==> src/rtl/loadable_counter_pkg.sv <==
// Shared definitions for the loadable counter slice.
//
// Contents:
//   LC_DEFAULT_WIDTH  default counter width (8)
//   lc_all_ones()     all-ones value for a width of 1..32 bits, returned
//                     right-aligned in a 32-bit word
package loadable_counter_pkg;

  localparam int LC_DEFAULT_WIDTH = 8;

  // Evaluated at elaboration time to size terminal-count constants. The
  // 32-bit case is handled separately because 1 << 32 overflows the word.
  function automatic logic [31:0] lc_all_ones(input int unsigned width);
    if (width >= 32) begin
      return 32'hFFFF_FFFF;
    end
    return (32'd1 << width) - 32'd1;
  endfunction

endpackage : loadable_counter_pkg

==> src/rtl/loadable_counter_if.sv <==
// Bundle of the counter control inputs and count outputs.
//
// Signals:
//   ld           synchronous load strobe
//   en           synchronous count enable
//   input_value  value loaded when ld=1 (WIDTH bits)
//   counter      registered count (WIDTH bits)
//   tc           terminal count, combinational
//
// Modports:
//   master  drives ld/en/input_value, observes counter/tc
//   slave   the counter itself
interface loadable_counter_if
  import loadable_counter_pkg::*;
#(
  parameter int WIDTH = LC_DEFAULT_WIDTH
);

  logic             ld;
  logic             en;
  logic [WIDTH-1:0] input_value;
  logic [WIDTH-1:0] counter;
  logic             tc;

  modport master (
    output ld,
    output en,
    output input_value,
    input  counter,
    input  tc
  );

  modport slave (
    input  ld,
    input  en,
    input  input_value,
    output counter,
    output tc
  );

endinterface : loadable_counter_if

==> src/rtl/loadable_counter_next.sv <==
// Combinational next-state and terminal-count logic for loadable_counter.
//
// Priority: ld > en > hold. With LOADABLE_COUNTER_SAT_EN defined the count
// saturates at all-ones instead of wrapping to zero; load always wins.
//
// Ports:
//   counter       current registered count
//   ld            load strobe
//   en            count enable
//   input_value   value to load
//   counter_next  value for the next rising edge
//   tc            1 when counter is all-ones, en=1 and ld=0
module loadable_counter_next
  import loadable_counter_pkg::*;
#(
  parameter int WIDTH = LC_DEFAULT_WIDTH
) (
  input  logic [WIDTH-1:0] counter,
  input  logic             ld,
  input  logic             en,
  input  logic [WIDTH-1:0] input_value,
  output logic [WIDTH-1:0] counter_next,
  output logic             tc
);

  localparam logic [31:0]      ONES_WORD = lc_all_ones(WIDTH);
  localparam logic [WIDTH-1:0] MAX_COUNT = ONES_WORD[WIDTH-1:0];
  localparam logic [WIDTH-1:0] ONE       = WIDTH'(1);

  logic at_max;

  assign at_max = (counter == MAX_COUNT);

  always_comb begin
    // NOTE: default first so every path assigns counter_next; otherwise the
    // hold case would infer a latch instead of plain feedback.
    counter_next = counter;
    if (ld) begin
      counter_next = input_value;
    end else if (en) begin
`ifdef LOADABLE_COUNTER_SAT_EN
      if (!at_max) begin
        counter_next = counter + ONE;
      end
`else
      // Unsized-free add truncates to WIDTH, so all-ones wraps to zero.
      counter_next = counter + ONE;
`endif
    end
  end

  // Same condition in both modes: in wrap mode it flags the imminent wrap,
  // in saturate mode it stays high while pinned at all-ones.
  assign tc = at_max & en & ~ld;

endmodule : loadable_counter_next

==> src/rtl/loadable_counter.sv <==
// Synchronous up-counter with parallel load, count enable and asynchronous
// active-low reset.
//
// Configuration macro: LOADABLE_COUNTER_SAT_EN
//   defined   -> count saturates at all-ones
//   undefined -> count wraps modulo 2^WIDTH (default)
//
// Parameters:
//   WIDTH  counter width, 2..32 (default LC_DEFAULT_WIDTH = 8)
//
// Ports:
//   clk   rising-edge clock
//   rst   asynchronous reset, active low; clears counter immediately
//   bus   loadable_counter_if.slave (ld, en, input_value, counter, tc)
module loadable_counter
  import loadable_counter_pkg::*;
#(
  parameter int WIDTH = LC_DEFAULT_WIDTH
) (
  input  logic              clk,
  input  logic              rst,
  loadable_counter_if.slave bus
);

  logic [WIDTH-1:0] count_q;
  logic [WIDTH-1:0] count_d;

  loadable_counter_next #(
    .WIDTH (WIDTH)
  ) u_next (
    .counter      (count_q),
    .ld           (bus.ld),
    .en           (bus.en),
    .input_value  (bus.input_value),
    .counter_next (count_d),
    .tc           (bus.tc)
  );

  // Asynchronous clear wins over any load/enable presented in the same cycle,
  // so nothing pending survives a reset pulse.
  always_ff @(posedge clk or negedge rst) begin
    if (!rst) begin
      count_q <= '0;
    end else begin
      // NOTE: non-blocking assignment for registered state so every flop
      // samples values from before the edge, independent of block ordering.
      count_q <= count_d;
    end
  end

  assign bus.counter = count_q;

endmodule : loadable_counter

==> src/flat_wrapper.sv <==
// flat-port wrapper written by rule: the top's interface ports become plain ports
module loadable_counter_flat import loadable_counter_pkg::*;
#(
  parameter int WIDTH = LC_DEFAULT_WIDTH
)
  (clk, rst, bus_ld, bus_en, bus_input_value, bus_counter, bus_tc);
  loadable_counter_if #(.WIDTH(WIDTH)) bus_i ();
  input  logic clk;
  input  logic rst;
  input wire logic [$bits(bus_i.ld)-1:0] bus_ld;
  input wire logic [$bits(bus_i.en)-1:0] bus_en;
  input wire logic [$bits(bus_i.input_value)-1:0] bus_input_value;
  output wire logic [$bits(bus_i.counter)-1:0] bus_counter;
  output wire logic [$bits(bus_i.tc)-1:0] bus_tc;
  assign bus_i.ld = bus_ld;
  assign bus_i.en = bus_en;
  assign bus_i.input_value = bus_input_value;
  assign bus_counter = bus_i.counter;
  assign bus_tc = bus_i.tc;
  loadable_counter #(.WIDTH(WIDTH)) u_core (.clk(clk), .rst(rst), .bus(bus_i));
endmodule
==> config.mk <==
export PLATFORM = sky130hd
export DESIGN_NAME = loadable_counter_flat
export DESIGN_NICKNAME = d
export VERILOG_FILES = /design/src/rtl/loadable_counter_pkg.sv /design/src/rtl/loadable_counter_if.sv /design/src/rtl/loadable_counter_next.sv /design/src/rtl/loadable_counter.sv /design/src/flat_wrapper.sv
export SDC_FILE = /design/constraint.sdc
export NUM_CORES = 1
export LEC_CHECK = 0
export CAP_MARGIN = 10
export CORE_AREA = 2 2 39 41
export DETAILED_ROUTE_END_ITERATION = 7
export DIE_AREA = 0 0 41 43
export HOLD_SLACK_MARGIN = 0.08
export PLACE_DENSITY_LB_ADDON = 0.05
export RECOVER_POWER = 25
export SYNTH_ARGS = -nofsm -noshare
export SYNTH_HDL_FRONTEND = slang
export SYNTH_HIERARCHICAL = 1
export SYNTH_SLANG_ARGS = --single-unit
==> constraint.sdc <==
create_clock -name clk -period 1.3 [get_ports clk]
set_input_delay 0.325 -clock clk [delete_from_list [all_inputs] [get_ports clk]]
set_output_delay 0.325 -clock clk [all_outputs]
set_load 0.03 [all_outputs]
==> impl_metrics.ini, run 1 <==
[run_status]
run_status = finished, violations left
failed_checks = negative setup slack

[setup_path]
worst_r2r_startpoint = u_core/bus.counter[1]
crit_required_ps = 980
worst_case_register_to_register_setup_slack_ps = -60
worstPathArrival_ps = 1260
setup.worst_path.start = u_core/bus.counter[1]
max_fanout_on_critical_path = 2
cells_on_worst_reg2reg_path = 5
setup.worst_path.start_class = flip-flop
timing_worst_setup_path_type = flip-flop to output pin
critical_path.endpoint = bus_tc
regToRegEndpoint = u_core/bus.counter[7]
capturing_element_type_of_the_critical_path = output pin

[yosys]
yosys_warnings = 6
synth.distinct_cells = 16
synth.net_count = 64
post-synth-top-area-fraction = 0.435
avg_cell_area_syn_um2 = 9.03
seq_area_frac_synth = 0.435
syn-cell-area_um2 = 460
top_cell_type_by_total_area_after_synthesis = dfrtp_1
synth.ff_latch_count = 8
area_contributors_post_synth = dfrtp_1 43%, o21ai_0 8.7%, nand2_1 7.3%
syn-instance-count = 51

[floorplanning]
fp.coreArea_mm2 = 0.00138
die_height_um = 43
fp-row-count = 14
floorplan.die_area_mm2 = 0.00176
num_io_pins = 21
dieWidth_um = 41
initial_core_util = 0.333

[finish]
antenna_cells = 0
layout.nets = 101
flow.area_growth_from_synthesis_pct = 92.1
largest_reg_flops = 8
drive_gt1_frac = 0.448
layout.core_utilization = 0.639
final_cells = 103

[drt]
detail_route.drc_violations = 0
drtIter0Drc = 6
firstDrtPassIters = 4
average_wire_length_per_cell_after_detail_routing_um = 13.0
vias_per_cell = 4.96
drtAntennaViolNets = 0
via_count = 511
detail_route.wirelength_mm = 1.34

[global_routing]
grt_pass1_vias = 509
gr-usage-all-layers = 0.186
maximum_number_of_pins_on_one_net_before_global_route_repair = 12
antenna_violations_before_repair = 0
grt-ovfl-total = 0
first_pass_grt_wire_length_mm = 2.24

[sta]
layout_min_cycle_time_ps = 1590
maxClockFrequency_mhz = 630
timing.hold.ws_ps = 418
final_number_of_setup_violating_endpoints = 4
grt_setup_unrepaired = yes
final-max-slew-violation-count = 0
post_route_skew_ps = 2.04
worst_pin_slew_ps = 400
post-route-period-util = 1.22
worst_slew_margin_rel = 0.732
hold_viol_final = 0
layout_setup_ws_ps = -287
setup_total_negative_slack_ps = -457

[place]
numPlacedInstances = 96
hpwl_um = 938
io_port_bufs = 20
gpl.final_weighted_congestion = 0.729

[clocking]
clk-insertion-delay-late_ps = 260
cts_root_buffer = clkbuf_4
cts_buffers = 3
clockBufferDepth = 2
clk_pin_slew_worst_paths_ps = 70
cts_hold_buf = 0
cts_sinks = 8
cts-htree-levels = 1
tritoncts = built

[hold_path]
hold_class = input pin to async pin

[pwr]
final_total_power_mw = 0.882
ir_worst_vdd_mv = 0.571
powerDensity_mw_per_mm2 = 997
p_leak_nw = 0.392

[flow_run]
timing.max_cap.violations = 0
## power breakdown
part	internal (mW)	switching, mW
Clock	0.119	0.107
Sequential	0.281	0.0308
Combinational	0.182	0.163
Total	0.582	0.301
## repair_timing
item | in CTS | in global routing
endpoints found under the hold margin | 0 | 0
pin swaps | 1 | 5
setup buffers | 1 | 4
endpoints found under the setup margin | 9 | 8
gates resized for setup | 13 | 6
cloned | 0 | 0
## layout by cell type, fill, tap and decap left out, drive strengths merged
cell type,instances
nor4b,1
inv,1
xnor2,1
dlygate4sd3,1
clkdlybuf4s50,8
ha,1
dlygate4sd2,2
nor2b,3
dfrtp,8
mux2i,1
clkbuf,4
xor2,3
nand3,5
or4,3
nand4,4
nand2,9
buf,24
o21ai,8
## cells in the mapped netlist
cell type	instances
buf_4	2
clkbuf_1	1
dfrtp_1	8
ha_1	1
inv_1	1
mux2i_1	1
nand2_1	9
nand3_1	5
nand4_1	3
nand4_2	1
nor2b_1	3
nor4b_1	1
o21ai_0	8
or4_1	3
xnor2_1	1
xor2_1	3
## metrics by stage
stage	setup slack [ps]	instance area, µm²
2_1_floorplan	-242	503
3_3_place_gp	-409	772
3_5_place_dp	-421	772
4_1_cts	-288	850
5_1_grt	-360	885
6_report	-287	885
## layout make-up
cell class	instances	area, µm²
sequential	8	208
inverter	1	3.75
timing repair buffer	35	337
tap	16	20.0
clock buffer	4	26.3
fill	136	499
multi-input combinational	39	290
## worst max-delay path: stages, from the launching register on
cell     delay (ps)
dfrtp_2         390
ha_4            160
nand2_4          50
nor4b_4         230
buf_6           170
## worst min-delay path by stage
stage / from / to / slack (ps) / depth (start not counted)
final: rst / u_core/bus.counter[5] / 420 / 1
after global routing: rst / u_core/bus.counter[5] / 440 / 1
after CTS: rst / u_core/bus.counter[5] / 380 / 1
after detailed placement: u_core/bus.counter[7] / u_core/bus.counter[7] / 610 / 2
after global placement: u_core/bus.counter[7] / u_core/bus.counter[7] / 600 / 2
after floorplan: rst / u_core/bus.counter[0] / 30 / 0
## layer usage
layer | wire, µm | part of all wire | vias to the layer above | GRT usage
met5 | 0 | 0 | - | 0
met4 | 19 | 0.014 | 0 | 0.0733
met3 | 66 | 0.049 | 2 | 0.0366
met2 | 639 | 0.48 | 16 | 0.269
met1 | 614 | 0.46 | 238 | 0.265
li1 | - | - | 255 | -
## kinds of logic after synthesis
logic type,synth area share
XOR/XNOR,0.0761
adder cells (fa/ha/maj),0.0272
buffers and inverters,0.0489
AND/OR/NAND/NOR,0.304
multiplexers,0.0217
AO/OA/AOI/OAI,0.0870
flip-flops,0.435
Note: power is estimated with default switching activity, not from simulation.
==> run 2: changes to the inputs <==
- CORE_AREA: 2 2 39 41 -> default
- CORE_UTILIZATION: default -> 25
- DIE_AREA: 0 0 41 43 -> default
- PLACE_DENSITY_LB_ADDON: 0.05 -> default
==> impl_metrics.ini, run 2 (synthesis results as in run 1) <==
[floorplanning]
fp-row-count = 15
num_io_pins = 21
initial_core_util = 0.267
floorplan.die_area_mm2 = 0.00202
die_height_um = 44.9
fp.coreArea_mm2 = 0.00173
dieWidth_um = 44.9

[place]
place_worst_setup_slack_ps = -404
hpwl_um = 982
io_port_bufs = 20
gpl.final_weighted_congestion = 0.722

[global_routing]
grt-ovfl-total = 0
maximum_number_of_pins_on_one_net_before_global_route_repair = 10
gr-usage-all-layers = 0.146
antenna_violations_before_repair = 0
grt_pass1_vias = 462
first_pass_grt_wire_length_mm = 2.03

[sta]
timing.hold.ws_ps = 436
layout_setup_ws_ps = -265
post-route-period-util = 1.20
final-max-slew-violation-count = 0
maxClockFrequency_mhz = 639
post_route_skew_ps = 4.68
hold_viol_final = 0
worst_pin_slew_ps = 419
final_number_of_setup_violating_endpoints = 4
layout_min_cycle_time_ps = 1560
grt_setup_unrepaired = yes
worst_slew_margin_rel = 0.720

[hold_path]
hold_class = input pin to async pin

[finish]
layout.core_utilization = 0.537
fillerInstances = 178
largest_reg_flops = 8
layout.nets = 102
drive_gt1_frac = 0.477
flow.area_growth_from_synthesis_pct = 101
antenna_cells = 0
most-common-layout-cells = 17 x buf_6, 8 x clkdlybuf4s50_1, 8 x buf_4, 8 x nand2_1, 8 x o21ai_0
mostFrequentLayoutCell = buf_6

[pwr]
p_leak_nw = 0.407
powerDensity_mw_per_mm2 = 952
sequentialPowerShare = 0.354
ir_worst_vdd_mv = 0.363
internal-power_mw = 0.592
power.share.clock = 0.241
p_sw_frac = 0.329
combinationalPowerShare = 0.406
total_switching_power_mw = 0.290

[drt]
average_wire_length_per_cell_after_detail_routing_um = 11.9
drtIter0Drc = 6
drtAntennaViolNets = 0
detail_route.wirelength_mm = 1.35
wl_met2_um = 656
via_count = 517
drt-met1-wl_um = 623
wl_met3_um = 42
detail_route.drc_violations = 0
route.top_layer_used = met4
firstDrtPassIters = 4
vias_per_cell = 4.58

[setup_path]
cp_cell_sequence = ha_4 > nand2_4 > nor4b_4 > buf_6
worstPathArrival_ps = 1240
max_fanout_on_critical_path = 2
crit_slowest_cell = dfrtp_2
timing_worst_setup_path_type = flip-flop to output pin
capturing_element_type_of_the_critical_path = output pin
crit_required_ps = 980
setup.worst_path.start_class = flip-flop
crit_path_largest_cell_delay_ps = 390

[clocking]
clockBufferDepth = 2
cts_buffers = 3
cts_hold_buf = 0
cts_root_buffer = clkbuf_4
cts_sinks = 8
tritoncts = built
clk_pin_slew_worst_paths_ps = 60
cts-htree-levels = 1
clk-insertion-delay-late_ps = 260

[run_status]
run_status = finished, violations left
failed_checks = negative setup slack

[flow_run]
timing.max_cap.violations = 0
==> run 2: changes by cell type in the layout (fill, tap and decap cells not counted), sizes merged <==
cell  change
buf       +1
==> run 2: final timing paths <==
path	from	end	slack, ps	cells past startpoint
max in group asynchronous	rst	u_core/bus.counter[0]	540	1
worst min register to register	u_core/bus.counter[7]	u_core/bus.counter[7]	640	2
worst min-delay path	rst	u_core/bus.counter[4]	440	1
worst max-delay path	u_core/bus.counter[0]	bus_tc	-260	4
min in group clk	bus_ld	u_core/bus.counter[6]	560	4
worst max register to register	u_core/bus.counter[2]	u_core/bus.counter[5]	10	5
==> run 2: critical path: cells and delay by family (launching register included) <==
kind                     cells  cell delay [ps]
buffers and inverters        1              160
adder cells (fa/ha/maj)      1              160
flip-flops                   1              390
AND/OR/NAND/NOR              2              270
==> run 2: timing repair <==
action / CTS / global route
hold endpoints to repair: 0 / 0
resized for setup: 13 / 12
buffers inserted: 0 / 4
pin swaps: 2 / 2
setup endpoints to repair: 9 / 9
gates cloned: 0 / 0
==> run 2: routing by layer <==
metal | global-route usage | vias to the layer above
met1 | 0.186 | 246
met3 | 0.0360 | 2
met2 | 0.221 | 14
met5 | 0 | -
met4 | 0.0909 | 0
li1 | - | 255
==> run 2: final cells by class <==
class / count / area (µm²) / area share
multi-input combinational: 39 / 299 / 0.323
inverter: 1 / 3.75 / 0.00405
clock buffer: 4 / 26.3 / 0.0283
tap: 25 / 31.3 / 0.0337
sequential: 8 / 208 / 0.224
timing repair buffer: 36 / 359 / 0.387
==> run 2: metrics by stage <==
stage	area (µm²)	instances	TNS, ps	total power, mW
finish	927	113	-504	0.883
global route	927	113	-835	0.942
CTS	861	110	-340	0.865
detailed placement	791	106	-2220	0.610
global placement	791	106	-2120	0.602
floorplan	503	51	-242	0.456
==> run 2: power by group through the flow <==
| stage | combinational [mW] | clock [mW] | sequential, mW |
|---|---|---|---|
| after floorplan | 0.0781 | 0 | 0.378 |
| after global placement | 0.295 | 0 | 0.307 |
| after detailed placement | 0.301 | 0 | 0.309 |
| after CTS | 0.329 | 0.224 | 0.312 |
| after global routing | 0.386 | 0.241 | 0.315 |
| final | 0.358 | 0.212 | 0.312 |
